==> config.mk <==
export PLATFORM = sky130hd
export DESIGN_NAME = seq_det_scheduler
export DESIGN_NICKNAME = d
export VERILOG_FILES = /design/src/rtl/seq_det_pkg.sv /design/src/rtl/seq_det_core.sv /design/src/rtl/seq_det_scheduler.sv
export SDC_FILE = /design/constraint.sdc
export NUM_CORES = 1
export LEC_CHECK = 0
export CORE_UTILIZATION = 55
export CTS_BUF_LIST = sky130_fd_sc_hd__clkbuf_8 sky130_fd_sc_hd__clkbuf_16
export CTS_CLUSTER_SIZE = 20
export DETAILED_ROUTE_END_ITERATION = 6
export GPL_TIMING_DRIVEN = 0
export PLACE_DENSITY = 0.89
export SLEW_MARGIN = 20
export SYNTH_ARGS = -nofsm -noshare
export SYNTH_HDL_FRONTEND = slang
export SYNTH_SLANG_ARGS = --single-unit
==> constraint.sdc <==
create_clock -name clk -period 3.8 [get_ports clk]
set_clock_uncertainty 0.1 [all_clocks]
set_input_delay 0.95 -clock clk [delete_from_list [all_inputs] [get_ports clk]]
set_output_delay 0.95 -clock clk [all_outputs]
set_load 0.1 [all_outputs]
==> src/rtl/seq_det_pkg.sv <==
// Shared types and the "1101" overlapping-match step function for the
// time-multiplexed sequence detector.
package seq_det_pkg;

    typedef enum logic [1:0] {
        S0 = 2'd0,
        S1 = 2'd1,
        S2 = 2'd2,
        S3 = 2'd3
    } det_state_t;

    localparam logic [3:0] DET_PATTERN = 4'b1101;

    function automatic det_state_t det_next(input det_state_t s, input logic b);
        det_state_t n;
        n = S0;
        case (s)
            S0: n = b ? S1 : S0;
            S1: n = b ? S2 : S0;
            S2: n = b ? S2 : S3;
            S3: n = b ? S1 : S0;
            default: n = S0;
        endcase
        return n;
    endfunction

    function automatic logic det_hit(input det_state_t s, input logic b);
        return (s == S3) && (b == DET_PATTERN[0]);
    endfunction

endpackage

==> src/rtl/seq_det_core.sv <==
// Combinational "1101" detector step shared by all channels; context lives
// in the scheduler.
//   state | meaning
//   S0    | idle / no useful prefix
//   S1    | seen "1"
//   S2    | seen "11"
//   S3    | seen "110"
module seq_det_core
    import seq_det_pkg::*;
(
    input  det_state_t state,
    input  logic       bit_in,
    output det_state_t next_state,
    output logic       hit
);

    assign next_state = det_next(state, bit_in);
    assign hit        = det_hit(state, bit_in);

endmodule

==> src/rtl/seq_det_scheduler.sv <==
// Round-robin scheduler sharing one seq_det_core among NUM_CH serial streams,
// each with a one-bit buffer and a saved detector context.
module seq_det_scheduler
    import seq_det_pkg::*;
#(
    parameter  int NUM_CH = 4,
    localparam int CW     = $clog2(NUM_CH)
) (
    input  logic              clk,
    input  logic              reset,
    input  logic              enable,
    input  logic [NUM_CH-1:0] in_valid,
    input  logic [NUM_CH-1:0] in_data,
    output logic [NUM_CH-1:0] in_ready,
    input  logic [NUM_CH-1:0] ctx_clear,
    output logic              det_valid,
    output logic [CW-1:0]     det_ch,
    output logic [CW-1:0]     grant_ch,
    output logic              grant_valid
);

    logic [NUM_CH-1:0] pending;
    logic [NUM_CH-1:0] buf_bit;
    logic [NUM_CH-1:0] eligible;
    det_state_t        ctx [NUM_CH];
    logic [CW-1:0]     rr_ptr;

    det_state_t cur_state;
    det_state_t core_next;
    logic       cur_bit;
    logic       core_hit;

    assign in_ready = ~pending;
    assign eligible = pending & {NUM_CH{enable}};

    // First eligible channel strictly after the last one served, wrapping.
    always_comb begin
        grant_valid = 1'b0;
        grant_ch    = '0;
        for (int k = 1; k <= NUM_CH; k++) begin
            if (!grant_valid && eligible[(int'(rr_ptr) + k) % NUM_CH]) begin
                grant_valid = 1'b1;
                grant_ch    = CW'((int'(rr_ptr) + k) % NUM_CH);
            end
        end
    end

    assign cur_state = ctx[grant_ch];
    assign cur_bit   = buf_bit[grant_ch];

    seq_det_core u_core (
        .state      (cur_state),
        .bit_in     (cur_bit),
        .next_state (core_next),
        .hit        (core_hit)
    );

    // A grant that collides with a clear still advances the pointer, but its
    // bit is dropped and cannot report a detection.
    always_ff @(posedge clk or posedge reset) begin
        if (reset) begin
            rr_ptr    <= CW'(NUM_CH - 1);
            det_valid <= 1'b0;
            det_ch    <= '0;
        end else begin
            det_valid <= 1'b0;
            if (grant_valid) begin
                rr_ptr    <= grant_ch;
                det_ch    <= grant_ch;
                det_valid <= core_hit & ~ctx_clear[grant_ch];
            end
        end
    end

    always_ff @(posedge clk or posedge reset) begin
        if (reset) begin
            pending <= '0;
            buf_bit <= '0;
            for (int i = 0; i < NUM_CH; i++) ctx[i] <= S0;
        end else begin
            for (int i = 0; i < NUM_CH; i++) begin
                if (ctx_clear[i]) begin
                    pending[i] <= 1'b0;
                    ctx[i]     <= S0;
                end else if (grant_valid && grant_ch == CW'(i)) begin
                    pending[i] <= 1'b0;
                    ctx[i]     <= core_next;
                end else if (in_valid[i] && !pending[i]) begin
                    pending[i] <= 1'b1;
                    buf_bit[i] <= in_data[i];
                end
            end
        end
    end

endmodule

## After elaboration in Yosys (flattened, before gate mapping)

Index checks and enable logic that the tools add are counted.

- Bits of input ports: 15
- Word-level logic and storage cells: 138
- Output and inout bits: 10
- Register bits: 21

- Reduce and logical (&&, ||, !) cells: 38
- Equality and inequality tests: 6
- Muxes and demuxes: 52
- Magnitude comparators: 6
- $add $sub $neg: 4
- Bitwise gates (word level): 17

Operator list:

| cell | number |
|---|---|
| 2-to-1 mux 2 bit | 15 |
| 2-to-1 mux 1 bit | 29 |
| less-than comparator 3 x 4 -> 1 bit (second input constant) | 4 |
| binary-select mux 1 bit (select 2 bit) | 6 |
| logical AND 1 bit | 12 |
| AND reduction 3 bit | 4 |
| nonzero test 3 bit | 4 |
| OR reduction 2 bit | 5 |
| inverter 1 bit | 9 |
| equality test 2 bit (second input constant) | 4 |
| nonzero test 2 bit | 4 |
| zero test 1 bit | 7 |
| case mux 2 bit (3 select lines) | 1 |
| adder 2 x 1 -> 2 bit (second input constant) | 2 |
| adder 2 bit (second input constant) | 2 |
| AND 1 bit (first input constant) | 4 |
| AND 4 bit | 1 |
| binary-select mux 2 bit (select 2 bit) | 1 |
| equality test 2 x 1 -> 1 bit (second input constant) | 2 |
| zero test 2 bit | 2 |
| inverter 4 bit | 1 |
| greater-or-equal comparator 3 bit (second input constant) | 1 |
| less-than comparator 2 x 3 -> 1 bit (second input constant) | 1 |
| inverter 2 -> 3 bit | 1 |
| AND 1 bit | 1 |

## Longest topological paths before layout

Gate-level depths: netlist (run 1).

- Word-level depth: 25
- Mapped depth: 15
- Gate-level depth less buffers: 13

## By module

From an unflattened synthesis (run 1), not the netlist that was laid out.

- Cells, all modules: 138
- Area total of the unflattened synthesis: 1249.9 µm²

Modules (own cells, without submodules):

| module | seq. area each (µm²) | cells each | area each (µm²) | times used |
|---|---|---|---|---|
| seq_det_scheduler | 528.0 | 130 | 1172.4 | 1 |
| seq_det_core | 0.0 | 8 | 77.6 | 1 |

## Worst setup path after synthesis (run 1)

OpenSTA, ideal clock, no wires.

- Path type: input-to-reg
- Start point: input port enable
- End point: register ctx[1] (netlist name)
- Arrival time: 3.641 ns
- Required time: 3.540 ns
- Cell stages on the path: 13
- Setup time: 0.160 ns
- Slack: -0.101 ns
- Path buffers: 2
- Cells stage by stage: buf_2 -> and4b_4 -> a31oi_2 -> and3_1 -> o2bb2ai_4 -> buf_2 -> a21oi_1 -> mux2i_1 -> inv_1 -> ha_1 -> or2_2 -> mux2i_1 -> a311oi_1

- Longest elaborated chain between the ends: 23
- Elaborated cells between the ends (all ways): 45
- Classes of those cells: eq/ne (4); mux (29); bitwise (2); reduce/logical (10)

RTL lines:

| element | line | text |
|---|---|---|
| start, declared | seq_det_scheduler.sv:11 | `input logic enable,` |
| AND 4 bit (*) | seq_det_scheduler.sv:34 | `assign eligible = pending & {NUM_CH{enable}};` |
| binary-select mux 1 bit (select 2 bit) | seq_det_scheduler.sv:41 | `if (!grant_valid && eligible[(int'(rr_ptr) + k) % NUM_CH]) begin` |
| 2-to-1 mux 1 bit (not written as such) (2 in a row) | seq_det_scheduler.sv:41 |  |
| 2-to-1 mux 1 bit | seq_det_scheduler.sv:41 |  |
| zero test 1 bit | seq_det_scheduler.sv:41 |  |
| logical AND 1 bit | seq_det_scheduler.sv:41 |  |
| 2-to-1 mux 1 bit | seq_det_scheduler.sv:41 |  |
| zero test 1 bit | seq_det_scheduler.sv:41 |  |
| (+5 left out) | - |  |
| via grant_ch[0] | seq_det_scheduler.sv:18 | `output logic [CW-1:0] grant_ch,` |
| inverter 2 -> 3 bit (not written as such) | seq_det_scheduler.sv:48 | `assign cur_state = ctx[grant_ch];` |
| binary-select mux 2 bit (select 2 bit) | seq_det_scheduler.sv:48 |  |
| 2-to-1 mux 2 bit (not written as such) (2 in a row) | seq_det_scheduler.sv:48 |  |
| equality test 2 bit or zero test 2 bit (tied branches) | seq_det_pkg.sv:17 | `case (s)` |
| OR reduction 2 bit (no line) | - |  |
| case mux 2 bit (3 select lines) | seq_det_pkg.sv:17 |  |
| 2-to-1 mux 2 bit | seq_det_scheduler.sv:85 | `end else if (grant_valid && grant_ch == CW'(i)) begin` |
| 2-to-1 mux 2 bit | seq_det_scheduler.sv:82 | `if (ctx_clear[i]) begin` |
| end signal, assigned by index | seq_det_scheduler.sv:87 | `ctx[i] <= core_next;` |
| end, declared | seq_det_scheduler.sv:25 | `det_state_t ctx [NUM_CH];` |

Mark *: on every way through the listed nets, which the timed path passes. The rest lies on a longest branch. The select of a mux whose other input is x is not followed.
A chain may end at the register's enable or synchronous reset.

## Final worst setup path (run 1)

- Start point: input port enable
- End point: output port grant_valid

- Longest elaborated chain between the ends: 14
- Elaborated cells between the ends (all ways): 23
- Classes of those cells: mux (16); bitwise (1); reduce/logical (6)

RTL lines:

| element | line | text |
|---|---|---|
| AND 4 bit (*) | seq_det_scheduler.sv:34 |  |
| binary-select mux 1 bit (select 2 bit) | seq_det_scheduler.sv:41 |  |
| 2-to-1 mux 1 bit (not written as such) (2 in a row) | seq_det_scheduler.sv:41 |  |
| 2-to-1 mux 1 bit | seq_det_scheduler.sv:41 |  |
| zero test 1 bit | seq_det_scheduler.sv:41 |  |
| logical AND 1 bit | seq_det_scheduler.sv:41 |  |
| 2-to-1 mux 1 bit | seq_det_scheduler.sv:41 |  |
| zero test 1 bit | seq_det_scheduler.sv:41 |  |
| logical AND 1 bit | seq_det_scheduler.sv:41 |  |
| 2-to-1 mux 1 bit | seq_det_scheduler.sv:41 |  |
| zero test 1 bit | seq_det_scheduler.sv:41 |  |
| logical AND 1 bit | seq_det_scheduler.sv:41 |  |
| 2-to-1 mux 1 bit (*) | seq_det_scheduler.sv:41 |  |
| end, declared | seq_det_scheduler.sv:19 | `output logic grant_valid` |

Every way passes the cells marked *; elsewhere a longest branch is shown, timed or not. The select of a mux whose other input is x is not followed.

==> results of run 1 <==
cell type report:
cell class	count	area, um^2	share of cell area [%]
Multi-Input combinational cell	141	1190	51.07
Sequential cell	21	528.0	22.66
Timing Repair Buffer	38	362.8	15.57
Buffer	12	91.34	3.921
Inverter	14	56.30	2.417
Tap cell	44	55.05	2.363
Clock buffer	3	41.29	1.772
Clock inverter	1	5.005	0.2148
placed cells by master (no fill, tap or decap), types with 5 or more instances in the layout:
master | netlist | layout
clkdlybuf4s50_1 | 0 | 20
dfrtp_1 | 19 | 19
buf_4 | 3 | 16
nor2_1 | 14 | 14
mux2i_1 | 17 | 14
inv_1 | 14 | 13
nor3_1 | 8 | 8
nand2_1 | 7 | 7
a21oi_1 | 8 | 7
o21ai_0 | 7 | 7
nand2b_1 | 6 | 6
buf_2 | 7 | 5
buf_6 | 1 | 5
nand4_1 | 5 | 5
nand3_1 | 5 | 5
kinds of logic (layout without fill, tap and decap cells):
kind of cell	after synthesis	in the layout
mux	23	23
flops	21	21
simple gates	78	78
fa+ha+maj	3	3
compound gates	37	37
buf+inv	27	68
what timing repair did:
action                     4_1_cts  5_1_grt
gates resized for setup         31       11
gates cloned                     0        0
buffers inserted                11        3
setup endpoints to repair       11        6
pin swaps                        2        2
state kept, by name (all words and copies together), names as in the netlist:
register,count
det_ch,2
rr_ptr,2
buf_bit,4
ctx,8
det_valid,1
pending,4
layer usage:
layer	GRT usage (%)	vias up	share of wire, %
met5	0	-	0
met4	4.422	0	1.7
met3	4.176	18	4.9
met2	47.13	74	51
met1	33.66	818	42
li1	-	777	-
per-stage QoR:
| stage | instance area [um^2] | util (%) | setup TNS (ns) | worst slack [ns] | hold slack, ns |
|---|---|---|---|---|---|
| 4_1_cts | 2242 | 73.44 | 0 | 0.08549 | 0.3863 |
| 2_1_floorplan | 1763 | - | 0 | 0.06190 | 0.3734 |
| 3_5_place_dp | 2058 | 67.42 | -9.165 | -1.409 | 0.3682 |
| 6_report | 2330 | 76.31 | 0 | 0.03584 | 0.3827 |
| 3_3_place_gp | 2058 | 67.42 | -8.222 | -1.363 | 0.3593 |
| 5_1_grt | 2330 | 76.31 | -0.04624 | -0.02894 | 0.3937 |
worst max-delay path by stage:
stage	start	to	slack, ns	cells after the start
finish	enable	grant_valid	0.04	8
global route	enable	ctx[1]$_DFFE_PP0N_	-0.03	13
CTS	enable	grant_ch[1]	0.09	9
floorplan	enable	grant_ch[1]	0.06	7
global placement	enable	grant_ch[1]	-1.36	9
detailed placement	enable	grant_ch[1]	-1.41	9
==> summary.md, run 1 <==
| Metric | Value |
|---|---|
| Area leader, netlist | `dfrtp_1` |
| Die area | `between 3000 and 4000 um^2` |
| Worst r2r dst | `ctx[1]$_DFFE_PP0N_` |
| Ys async rst share | `100.0%` |
| Synthesized Nets | `~210` |
| Period Utilization, post-route | `a little under 100%` |
| Htree depth | `1` |
| Area Overhead vs Synth | `32.62%` |
| Worst hold path depth | `1` |
| HP Start | `det_ch[0]$_DFFE_PP0P_` |
| Clock buffer depth | `2` |
| Synthesized area | `about 1800 um^2` |
| First-pass iteration count of the detailed router | `4` |
| Residual DRC | `0` |
| Period minus WS final | `~3.8 ns` |
| Unrepaired setup endpoints after global routing | `yes` |
| Critical-path top delay cell | `and3_4` |
| Vias | `about 1700` |
| Hold Buf Count CTS | `0` |
| Post-Route WL | `roughly 4600 um` |
| Top post-synthesis cells by count | `19 x dfrtp_1, 17 x mux2i_1, 14 x inv_1, 14 x nor2_1` |
| CTS sink count | `21` |
| Final setup fails | `0` |
| Sequential-to-total area share from yosys stat | `30.06%` |
| Relative slew slack | `around 36%` |
| Fillers | `between 200 and 250` |
| First-pass GRT wire length | `6748 um` |
| Placed cells | `approximately 260` |
| Worst R2R Start | `rr_ptr[0]$_DFFE_PP1P_` |
| Top cell type's share of synthesized area | `between 20 and 30%` |
| Die Ht | `around 59 um` |
| Final HPWL DP | `a little under 3000 um` |
| Layout cells sized above 1 | `28.26%` |
| CTS tree | `done` |
| Via density | `approximately 6.2` |
| Mux share of post-synthesis cell area | `between 10 and 15%` |
| Yosys warning total | `0` |
| WHS Endpoint | `det_ch[0]$_DFFE_PP0P_` |
| Max Fclk | `about 0.27 GHz` |
| Syn avg cell area | `9.295 um^2` |
| Post-synth cell types | `between 50 and 60` |
| Non-Filler Instances | `around 270` |
| Critical path's largest stage delay | `between 0.3 and 0.4 ns` |
| Chip Width | `just under 60 um` |
| Synth top area cells | `dfrtp_1 27%, mux2i_1 9.7%, dfstp_2 3.0%` |
| Vias in the first global route | `between 1000 and 1500` |
| XOR/XNOR Fraction of Synth Area | `0%` |
| Worst endpoint data arrival time | `2.71 ns` |
| R2R depth | `13` |
| Initial antenna violation count | `0` |
| Detailed Route Iter0 Violations | `~120` |
| Root Buffer Master | `clkbuf_8` |
| Nets | `249` |
| Status | `completed` |
| Crit-path cells | `dlygate4sd2_1 > buf_6 > and4b_4 > a31o_4 > nor3_2 > and3_4 > inv_1 > buf_2` |
| Largest family of logic cells by synthesized area | `simple AND/OR/NAND/NOR gates` |
| Most common cell in the netlist | `dfrtp_1` |
| Antenna cells | `0` |
| GRT Total Usage | `26.17%` |
| Reg-to-reg setup timing slack | `~0.19 ns` |
| DRT antenna net count | `0` |
| Fin. Hold Viols | `0` |
| Routability cong. | `roughly 0.94` |
| Synth Instances | `approximately 190` |
| Post-Synth Simple-Gate Area | `a little under a third` |
| WL per Instance | `16.74 um` |
| Overflow after GRT | `0` |
| Reg clk slew, reported paths | `0.07 ns` |
| Clk_lat worst skew | `~0.26 ns` |
| Slew @ Worst Pin | `a little under 1 ns` |
| CORE AREA | `between 3000 and 4000 um^2` |
| Largest net degree at the start of global routing | `22` |
| Crit path buf inv count | `4` |
| Total CTS buffers | `3` |
| Initial Util | `a little under three fifths` |
| Startpoint Class | `input port` |
| Max-cap check violation count | `0` |
| #FFs+latches synth | `21` |
| # rows | `20` |
| Largest delay contributor family on the critical path | `buffers and inverters` |
| Min-delay worst type | `reg2reg` |
| Worst-path fanout max | `7` |
| Ys flop type | `dfrtp_1` |
| PortBufs | `24` |
| WP data required | `2.75 ns` |
| Adder-Cell Fraction of Synth Area | `~2.1%` |
| Slew Limit Fails | `0` |
| CP Capture Type | `output port` |
| Total I/O pin count | `25` |
| Setup CP Type | `in2out` |
| Complex-gate fraction of the synthesized area | `~17%` |
| Post-synth EDFFs | `0` |
Power of run 1 is not shown: default switching activity piles up to over one toggle a cycle in this logic, so the estimate is an artifact.
==> inputs of run 2 (changes only) <==
Settings changed: HOLD_SLACK_MARGIN set to 0.08.
==> results of run 2 <==
Final layout, timing and power as in run 1 (identical DEF).
Power of run 2 is left out for the same reason.
==> inputs of run 3 (changes only) <==
Settings changed: SLEW_MARGIN 20 to 10.
==> results of run 3 <==
Final layout, timing and power as in run 1 (identical DEF).
Power of run 3 is left out for the same reason.
